File: src/rtl/hf_spi_cmd_rx_if.sv
// SPI pins from the ARM plus the configuration outputs consumed by the HF mode mux.
// The ARM side drives the pins; the receiver drives the configuration outputs.
interface hf_spi_cmd_rx_if;
  logic       spck;
  logic       mosi;
  logic       ncs;
  logic [7:0] conf_word;
  logic       conf_strobe;
  logic [7:0] thresh;
  logic [3:0] subcarrier_div;
  logic [7:0] frame_err_cnt;

  modport master (
    output spck, mosi, ncs,
    input  conf_word, conf_strobe, thresh, subcarrier_div, frame_err_cnt
  );

  modport slave (
    input  spck, mosi, ncs,
    output conf_word, conf_strobe, thresh, subcarrier_div, frame_err_cnt
  );
endinterface

File: src/rtl/hf_spi_cmd_rx.sv
// ARM->FPGA SPI command receiver: oversamples spck/mosi/ncs in the 13.56 MHz domain,
// assembles MSB-first frames and updates the HF configuration registers glitch-free.
module hf_spi_cmd_rx #(
  parameter int FRAME_BITS  = 16,
  parameter int SYNC_STAGES = 2
) (
  input  logic            ck_1356meg,
  input  logic            reset,
  hf_spi_cmd_rx_if.slave  spi
);

  localparam logic [4:0] FRAME_CNT = 5'(FRAME_BITS);
  localparam logic [4:0] CNT_MAX   = 5'd31;

  typedef enum logic [1:0] {
    IDLE,
    SHIFT,
    COMMIT
  } state_t;

  logic [SYNC_STAGES-1:0] spck_sync;
  logic [SYNC_STAGES-1:0] mosi_sync;
  logic [SYNC_STAGES-1:0] ncs_sync;
  logic                   spck_prev;
  logic                   ncs_prev;

  logic spck_s;
  logic mosi_s;
  logic ncs_s;
  logic spck_rise;
  logic ncs_rise;
  logic ncs_fall;

  state_t                state;
  state_t                state_next;
  logic [FRAME_BITS-1:0] shift_reg;
  logic [FRAME_BITS-1:0] shift_next;
  logic [4:0]            bit_cnt;
  logic [4:0]            cnt_next;
  logic                  frame_bad;

  logic [3:0] opcode;
  logic       commit;
  logic       bad_opcode;
  logic       err_inc;

  logic [7:0] conf_word_q;
  logic       conf_strobe_q;
  logic [7:0] thresh_q;
  logic [3:0] div_q;
  logic [7:0] err_cnt_q;

  // The ncs chain resets to 0 so that ncs held low across reset release never
  // looks like a fresh fall; only a real high->low transition opens a frame.
  always_ff @(posedge ck_1356meg) begin
    if (reset) begin
      spck_sync <= '0;
      mosi_sync <= '0;
      ncs_sync  <= '0;
      spck_prev <= 1'b0;
      ncs_prev  <= 1'b0;
    end else begin
      spck_sync <= {spck_sync[SYNC_STAGES-2:0], spi.spck};
      mosi_sync <= {mosi_sync[SYNC_STAGES-2:0], spi.mosi};
      ncs_sync  <= {ncs_sync[SYNC_STAGES-2:0], spi.ncs};
      spck_prev <= spck_sync[SYNC_STAGES-1];
      ncs_prev  <= ncs_sync[SYNC_STAGES-1];
    end
  end

  assign spck_s    = spck_sync[SYNC_STAGES-1];
  assign mosi_s    = mosi_sync[SYNC_STAGES-1];
  assign ncs_s     = ncs_sync[SYNC_STAGES-1];
  assign spck_rise = spck_s & ~spck_prev;
  assign ncs_rise  = ncs_s & ~ncs_prev;
  assign ncs_fall  = ~ncs_s & ncs_prev;

  always_ff @(posedge ck_1356meg) begin
    if (reset) begin
      state     <= IDLE;
      shift_reg <= '0;
      bit_cnt   <= '0;
    end else begin
      state     <= state_next;
      shift_reg <= shift_next;
      bit_cnt   <= cnt_next;
    end
  end

  // A bit arriving in the same cycle as ncs rise is shifted before the length check.
  always_comb begin
    state_next = state;
    shift_next = shift_reg;
    cnt_next   = bit_cnt;
    frame_bad  = 1'b0;
    case (state)
      IDLE: begin
        if (ncs_fall) begin
          shift_next = '0;
          cnt_next   = '0;
          state_next = SHIFT;
        end
      end
      SHIFT: begin
        if (spck_rise) begin
          shift_next = {shift_reg[FRAME_BITS-2:0], mosi_s};
          if (bit_cnt != CNT_MAX) begin
            cnt_next = bit_cnt + 5'd1;
          end
        end
        if (ncs_rise) begin
          if (cnt_next == FRAME_CNT) begin
            state_next = COMMIT;
          end else begin
            state_next = IDLE;
            frame_bad  = 1'b1;
          end
        end
      end
      COMMIT: begin
        state_next = IDLE;
      end
      default: begin
        state_next = IDLE;
      end
    endcase
  end

  assign commit     = (state == COMMIT);
  assign opcode     = shift_reg[FRAME_BITS-1 -: 4];
  assign bad_opcode = commit && (opcode != 4'd1) && (opcode != 4'd2) && (opcode != 4'd3);
  assign err_inc    = frame_bad | bad_opcode;

  always_ff @(posedge ck_1356meg) begin
    if (reset) begin
      conf_word_q   <= 8'hE0;
      conf_strobe_q <= 1'b0;
      thresh_q      <= 8'd8;
      div_q         <= 4'd0;
      err_cnt_q     <= 8'd0;
    end else begin
      conf_strobe_q <= commit && (opcode == 4'd1);
      if (commit && (opcode == 4'd1)) begin
        conf_word_q <= shift_reg[7:0];
      end
      if (commit && (opcode == 4'd2)) begin
        thresh_q <= shift_reg[7:0];
      end
      if (commit && (opcode == 4'd3)) begin
        div_q <= shift_reg[3:0];
      end
      if (err_inc && (err_cnt_q != 8'hFF)) begin
        err_cnt_q <= err_cnt_q + 8'd1;
      end
    end
  end

  assign spi.conf_word      = conf_word_q;
  assign spi.conf_strobe    = conf_strobe_q;
  assign spi.thresh         = thresh_q;
  assign spi.subcarrier_div = div_q;
  assign spi.frame_err_cnt  = err_cnt_q;

endmodule

File: src/flat_wrapper.sv
// flat-port wrapper written by rule: the top's interface ports become plain ports
module hf_spi_cmd_rx_flat 
#(
  parameter int FRAME_BITS  = 16,
  parameter int SYNC_STAGES = 2
)
  (ck_1356meg, reset, spi_spck, spi_mosi, spi_ncs, spi_conf_word, spi_conf_strobe, spi_thresh, spi_subcarrier_div, spi_frame_err_cnt);
  hf_spi_cmd_rx_if spi_i ();
  input  logic ck_1356meg;
  input  logic reset;
  input wire logic [$bits(spi_i.spck)-1:0] spi_spck;
  input wire logic [$bits(spi_i.mosi)-1:0] spi_mosi;
  input wire logic [$bits(spi_i.ncs)-1:0] spi_ncs;
  output wire logic [$bits(spi_i.conf_word)-1:0] spi_conf_word;
  output wire logic [$bits(spi_i.conf_strobe)-1:0] spi_conf_strobe;
  output wire logic [$bits(spi_i.thresh)-1:0] spi_thresh;
  output wire logic [$bits(spi_i.subcarrier_div)-1:0] spi_subcarrier_div;
  output wire logic [$bits(spi_i.frame_err_cnt)-1:0] spi_frame_err_cnt;
  assign spi_i.spck = spi_spck;
  assign spi_i.mosi = spi_mosi;
  assign spi_i.ncs = spi_ncs;
  assign spi_conf_word = spi_i.conf_word;
  assign spi_conf_strobe = spi_i.conf_strobe;
  assign spi_thresh = spi_i.thresh;
  assign spi_subcarrier_div = spi_i.subcarrier_div;
  assign spi_frame_err_cnt = spi_i.frame_err_cnt;
  hf_spi_cmd_rx #(.FRAME_BITS(FRAME_BITS), .SYNC_STAGES(SYNC_STAGES)) u_core (.ck_1356meg(ck_1356meg), .reset(reset), .spi(spi_i));
endmodule
File: config.mk
export PLATFORM = sky130hd
export DESIGN_NAME = hf_spi_cmd_rx_flat
export DESIGN_NICKNAME = d
export VERILOG_FILES = /design/src/rtl/hf_spi_cmd_rx_if.sv /design/src/rtl/hf_spi_cmd_rx.sv /design/src/flat_wrapper.sv
export SDC_FILE = /design/constraint.sdc
export NUM_CORES = 1
export LEC_CHECK = 0
export ABC_AREA = 1
export ABC_CLOCK_PERIOD_IN_PS = 2000
export CORE_MARGIN = 1.5
export CORE_UTILIZATION = 36
export CTS_BUF_LIST = sky130_fd_sc_hd__clkbuf_16
export CTS_CLUSTER_DIAMETER = 40
export DETAILED_ROUTE_END_ITERATION = 16
export SYNTH_ARGS = -nofsm -noshare
export SYNTH_HDL_FRONTEND = slang
export SYNTH_SLANG_ARGS = --single-unit
File: constraint.sdc
create_clock -name ck_1356meg -period 2 [get_ports ck_1356meg]
set_clock_uncertainty 0.1 [all_clocks]
set_input_delay 0.3 -clock ck_1356meg [delete_from_list [all_inputs] [get_ports ck_1356meg]]
set_output_delay 0.3 -clock ck_1356meg [all_outputs]
set_load 0.01 [all_outputs]
Word-level counts from Yosys, hierarchy flattened
Cells that the tools add are included.
{"block": "totals", "reg_bits": 60, "input_bits": 5, "output_inout_bits": 29, "wordCells": 63}
{"block": "classes", "addsub": 2, "n_eq_ne": 14, "mux": 15, "n_bitwise": 7, "n_reduce_logical": 12}
{"cell": "two-way mux 16 bit", "n": 2}
{"cell": "case mux 16 bit (2 select lines)", "n": 1}
{"cell": "two-way mux 5 bit", "n": 4}
{"cell": "case mux 5 bit (2 select lines)", "n": 1}
{"cell": "adder 8 x 1 -> 8 bit, second input constant", "n": 1}
{"cell": "== test 4 x 2 -> 1 bit, second input constant", "n": 2}
{"cell": "!= test 4 x 2 -> 1 bit, second input constant", "n": 2}
{"cell": "!= test 8 bit, second input constant", "n": 1}
{"cell": "logical AND 1 bit", "n": 7}
{"cell": "two-way mux 2 bit", "n": 3}
{"cell": "!= test 2 x 1 -> 1 bit, second input constant", "n": 3}
{"cell": "adder 5 x 1 -> 5 bit, second input constant", "n": 1}
{"cell": "== test 5 bit, second input constant", "n": 1}
{"cell": "!= test 5 bit, second input constant", "n": 1}
{"cell": "== test 4 x 1 -> 1 bit, second input constant", "n": 1}
{"cell": "!= test 4 x 1 -> 1 bit, second input constant", "n": 1}
{"cell": "case mux 2 bit (2 select lines)", "n": 1}
{"cell": "AND reduction 2 bit", "n": 2}
{"cell": "bitwise AND 1 bit", "n": 3}
{"cell": "two-way mux 1 bit", "n": 3}
{"cell": "inverter 1 bit", "n": 3}
{"cell": "AND reduction 3 bit", "n": 1}
{"cell": "== test 2 x 1 -> 1 bit, second input constant", "n": 1}
{"cell": "== test 2 bit, second input constant", "n": 1}
{"cell": "3 further kinds", "n": 3}

Depth between registers and ports, before layout
{"block": "depth", "ltp_word": 10, "mapped_depth": 14, "mapped_depth_nobuf": 13}

Worst setup path after synthesis
Ideal clock, no wire load.
{"block": "synth_path", "kind": "register -> register", "start": "register u_core.bit_cnt[0]", "end": "register u_core.err_cnt_q[0] (netlist: u_core.spi.frame_err_cnt[0])", "setup_time_ns": 0.115, "arrival_ns": 1.464, "required_time_ns": 1.785, "path_slack_ns": 0.321, "stages_incl_launch_ff": 14, "path_buffers": 1, "synth_period_minus_slack_ns": 1.679, "path_cell_list": "dfxtp_1 ha_1 nand2_1 inv_1 nand2_1 nand3_1 nand2_1 nor2_2 nand3_2 nand2_2 nand2_2 buf_6 a21oi_1 nor2_1"}
{"block": "synth_between", "elab_chain_len": 10, "elab_cells_between_ends": 11, "cone_classes": "add/sub: 1; eq/ne: 2; mux: 6; bitwise: 1; reduce/logical: 1"}
{"element": "from (decl)", "line": "hf_spi_cmd_rx.sv:38", "source": "logic [4:0] bit_cnt;"}
{"element": "from (signal assigned)", "line": "hf_spi_cmd_rx.sv:86", "source": "bit_cnt <= cnt_next;"}
{"element": "adder 5 x 1 -> 5 bit / != test 5 bit (equally long branches)", "line": "hf_spi_cmd_rx.sv:108, hf_spi_cmd_rx.sv:107"}
{"element": "two-way mux 5 bit", "line": "hf_spi_cmd_rx.sv:107", "source": "if (bit_cnt != CNT_MAX) begin"}
{"element": "two-way mux 5 bit *", "line": "hf_spi_cmd_rx.sv:105", "source": "if (spck_rise) begin"}
{"element": "two-way mux 5 bit *", "line": "hf_spi_cmd_rx.sv:96", "source": "case (state)"}
{"element": "== test 5 bit *", "line": "hf_spi_cmd_rx.sv:112", "source": "if (cnt_next == FRAME_CNT) begin"}
{"element": "two-way mux 1 bit *", "line": "hf_spi_cmd_rx.sv:112"}
{"element": "two-way mux 1 bit *", "line": "hf_spi_cmd_rx.sv:111", "source": "if (ncs_rise) begin"}
{"element": "two-way mux 1 bit *", "line": "hf_spi_cmd_rx.sv:96"}
{"element": "bitwise OR 1 bit *", "line": "hf_spi_cmd_rx.sv:132", "source": "assign err_inc = frame_bad | bad_opcode;"}
{"element": "logical AND 1 bit *", "line": "hf_spi_cmd_rx.sv:152", "source": "if (err_inc && (err_cnt_q != 8'hFF)) begin"}
{"element": "to (signal assigned)", "line": "hf_spi_cmd_rx.sv:153", "source": "err_cnt_q <= err_cnt_q + 8'd1;"}
{"element": "to (decl)", "line": "hf_spi_cmd_rx.sv:51", "source": "logic [7:0] err_cnt_q;"}
Every way passes the cells marked *; elsewhere a longest branch is shown, timed or not. The select of a mux whose other input is x is not followed.
A chain may end at the register's enable or synchronous reset.

Worst setup path in the final report
{"block": "layout_path", "start": "register u_core.bit_cnt[0]", "end": "register u_core.err_cnt_q[1] (netlist: u_core.spi.frame_err_cnt[1])"}
Same word-level chain as after synthesis.

==> results.py <==
metrics = {
    "floorplan": {
        "core-area_mm2": 0.00649,
        "start_util_pct": 38.0,
        "io_pins": 34,
        "die_x_um": 85.8,
        "die-area_mm2": 0.00736,
        "die_y_um": 85.8,
        "fp-row-count": 29,
    },
    "worst_setup_path": {
        "crit_end": "u_core.spi.frame_err_cnt[1]",
        "rrSetupSlack_ns": 0.22,
        "cp-startpoint": "u_core.bit_cnt[0]",
        "critPathKind": "reg2reg",
        "crit_fanout": 11,
        "r2r_cells": 13,
        "worstPathRequired_ns": 2.15,
        "cp.arrival_ns": 1.93,
        "r2r_start": "u_core.bit_cnt[0]",
        "r2r_end": "u_core.spi.frame_err_cnt[1]",
        "cp-start-kind": "register",
        "critPathCaptureType": "register",
    },
    "routing": {
        "dr.first_iter.drc_count": 93,
        "viasPerCell": 4.70,
        "dr.pass1.iters": 4,
        "antenna_left": 0,
        "wl_per_cell_um": 11.5,
        "wirelength_um": 5120,
        "drc": 0,
        "vias": 2090,
    },
    "timing": {
        "slew_headroom_pct": 67.8,
        "timing.final.crit_share_pct": 88.9,
        "fmax_mhz": 563,
        "worst_slew_pin_slew_ns": 0.483,
        "period_minus_slack_ns": 1.78,
        "slew_violations": 0,
        "finalSetupTns_ns": 0,
        "finalHoldViolCount": 0,
        "holdWs_ns": 0.296,
        "finalSetupViolCount": 0,
        "rsz0062_at_grt": "no",
    },
    "logic_synthesis": {
        "ys_types": 28,
        "synth_top_cell_by_area": "dfxtp_1",
        "synth.avg_cell_area_um2": 7.66,
        "syn-instance-count": 322,
        "syn_nets": 329,
        "synth_top_area_share_pct": 48.7,
        "yosys-mux-area-fraction_pct": 0,
        "ys_seq_elements": 60,
        "synthAdderAreaFrac_pct": 1.01,
        "ys_warn_count": 0,
        "synthTopCellsByArea": "dfxtp_1, nand2_1, nor2_1, a21oi_1, nand3_1",
        "synth-xor-area-share_pct": 1.78,
        "synth_area_mm2": 0.00247,
        "yosys.area_share.simple_pct": 30.3,
        "synth_compound_area_share_pct": 11.6,
        "ys_seq_area_share_pct": 48.7,
        "synth_top_family_by_area": "simple AND/OR/NAND/NOR gates",
    },
    "power_and_ir_drop": {
        "p_switching_w": 0.000567,
        "p_int_w": 0.00218,
        "peakVddDrop_mv": 0.456,
        "p_leak_nw": 1.28,
        "power.density_mw_per_mm2": 858,
        "combPwrFrac_pct": 2.4,
        "power.share.clock_pct": 53.7,
        "swShare_pct": 20.6,
        "power_frac_seq_pct": 43.9,
    },
    "placement": {
        "place_hpwl_um": 3430,
        "port-buffer-count": 33,
        "globalplace.congestion": 0.852,
    },
    "cts": {
        "clk_pin_slew_ns": 0.05,
        "worstSkewPairLatency_ns": 0.32,
        "htreeDepth": 3,
        "cts_tree": "done",
        "cts_buffers": 9,
        "clock-root-buffer": "clkbuf_16",
        "cts.sinks": 60,
        "cts_buffer_depth": 2,
    },
    "global_routing": {
        "grt_first_pass_wirelength_um": 9030,
        "antenna_found_initial": 0,
        "grtUsageTotal_pct": 15.7,
        "first_global_vias": 2008,
        "grt_max_degree": 30,
        "grt-ovfl-total": 0,
    },
    "finish": {
        "area_growth_pct": 30.0,
        "largest_reg_flops": 16,
        "antenna_cells": 0,
        "final_nets": 370,
        "drive_above_1_share_pct": 14.9,
    },
    "worst_hold_path": {
        "hold_class": "reg2reg",
    },
    "run": {
        "maxCapViolCount": 0,
    },
    "outcome": {
        "status": "complete, no violations",
    },
}
==> cells in the final DEF, fill, tap and decap left out, types with 2 or more instances in the layout <==
cell,netlist,routed
nand2_1,69,69
dfxtp_1,60,58
nor2_1,54,54
clkdlybuf4s50_1,0,33
a21oi_1,25,25
inv_1,21,21
nand3_1,20,20
o21ai_1,11,11
o21ai_0,10,10
inv_2,9,9
clkbuf_16,0,9
nand2_2,8,6
xor2_1,5,5
buf_4,0,5
nand3_2,4,4
nor2_4,3,3
nand2_4,0,2
nor3_2,2,2
clkinvlp_4,0,2
clkinv_2,0,2
dfxtp_2,0,2
==> kinds of logic after synthesis <==
group,count (synthesis)
AND/OR/NAND/NOR,165
flip-flops,60
AO/OA/AOI/OAI,51
buffers and inverters,39
XOR/XNOR,5
adder cells (fa/ha/maj),2
==> per-layer routing <==
layer | GRT usage (%) | wire length, um
met2 | 25.1 | 2300
met3 | 3.46 | 166
met4 | 8.80 | 114
met1 | 19.8 | 2540
met5 | 0 | 0
==> how the worst min path moves through the flow <==
stage | slack, ns | start | end | depth (start not counted)
global route | 0.32 | u_core.mosi_sync[0] | u_core.mosi_sync[1] | 2
global placement | 0.29 | u_core.mosi_sync[0] | u_core.mosi_sync[1] | 2
CTS | 0.30 | u_core.ncs_sync[0] | u_core.ncs_sync[1] | 2
finish | 0.30 | u_core.mosi_sync[0] | u_core.mosi_sync[1] | 2
floorplan | 0.29 | u_core.mosi_sync[0] | u_core.mosi_sync[1] | 2
detailed placement | 0.29 | u_core.ncs_sync[0] | u_core.ncs_sync[1] | 2
==> final cells by class <==
| type | count | area [um2] |
|---|---|---|
| tap | 77 | 96.3 |
| clock buffer | 9 | 225 |
| multi-input combinational | 223 | 1110 |
| timing repair buffer | 39 | 388 |
| sequential | 60 | 1200 |
| fill | 636 | 3290 |
| clock inverter | 7 | 67.6 |
| inverter | 30 | 113 |
==> synthesized netlist by cell type (all sizes together) <==
| cell type | n |
|---|---|
| nand2 | 77 |
| ha | 2 |
| dfxtp | 60 |
| xor2 | 5 |
| nand3b | 1 |
| a31oi | 1 |
| o21ai | 22 |
| o2bb2ai | 1 |
| nand3 | 24 |
| nand4 | 1 |
| nor2 | 58 |
| a21oi | 26 |
| inv | 30 |
| clkbuf | 5 |
| o31ai | 1 |
| buf | 4 |
| nor3 | 4 |
==> worst max-delay path, cell delays in order, from the launching register on <==
cell	delay, ns
dfxtp_2	0.36
ha_2	0.21
nand2_1	0.09
inv_1	0.06
nand2_1	0.06
nand3_1	0.07
nand2_1	0.08
nor2_2	0.12
nand3_2	0.08
nand2_2	0.08
nand2_4	0.11
nand2_4	0.11
nand2_1	0.06
a21oi_1	0.12
==> power by group through the flow <==
stage	logic [W]	registers (W)	clock network [W]
after floorplan	0.0000431	0.00123	0
after global placement	0.0000656	0.00123	0
after detailed placement	0.0000660	0.00123	0
after CTS	0.0000660	0.00121	0.00151
after global routing	0.0000737	0.00121	0.00157
final	0.0000653	0.00121	0.00148
==> stage by stage <==
step,power (W),util [%],std cells,worst slack [ns],instance area (um2)
after detailed placement,0.00130,44.6,429,0.0910,2900
after CTS,0.00279,49.1,445,0.0555,3190
final,0.00275,49.4,445,0.222,3210
after global placement,0.00130,44.6,429,0.183,2900
after global routing,0.00285,49.4,445,0.0474,3210
after floorplan,0.00128,-,322,0.321,2470
==> what timing repair did <==
item,in CTS,in global routing
buffers inserted,0,0
setup endpoints to repair,0,8
hold endpoints to repair,0,0
hold buffers,0,0
gates resized for setup,0,5
Power figures use the tool's default switching activity.
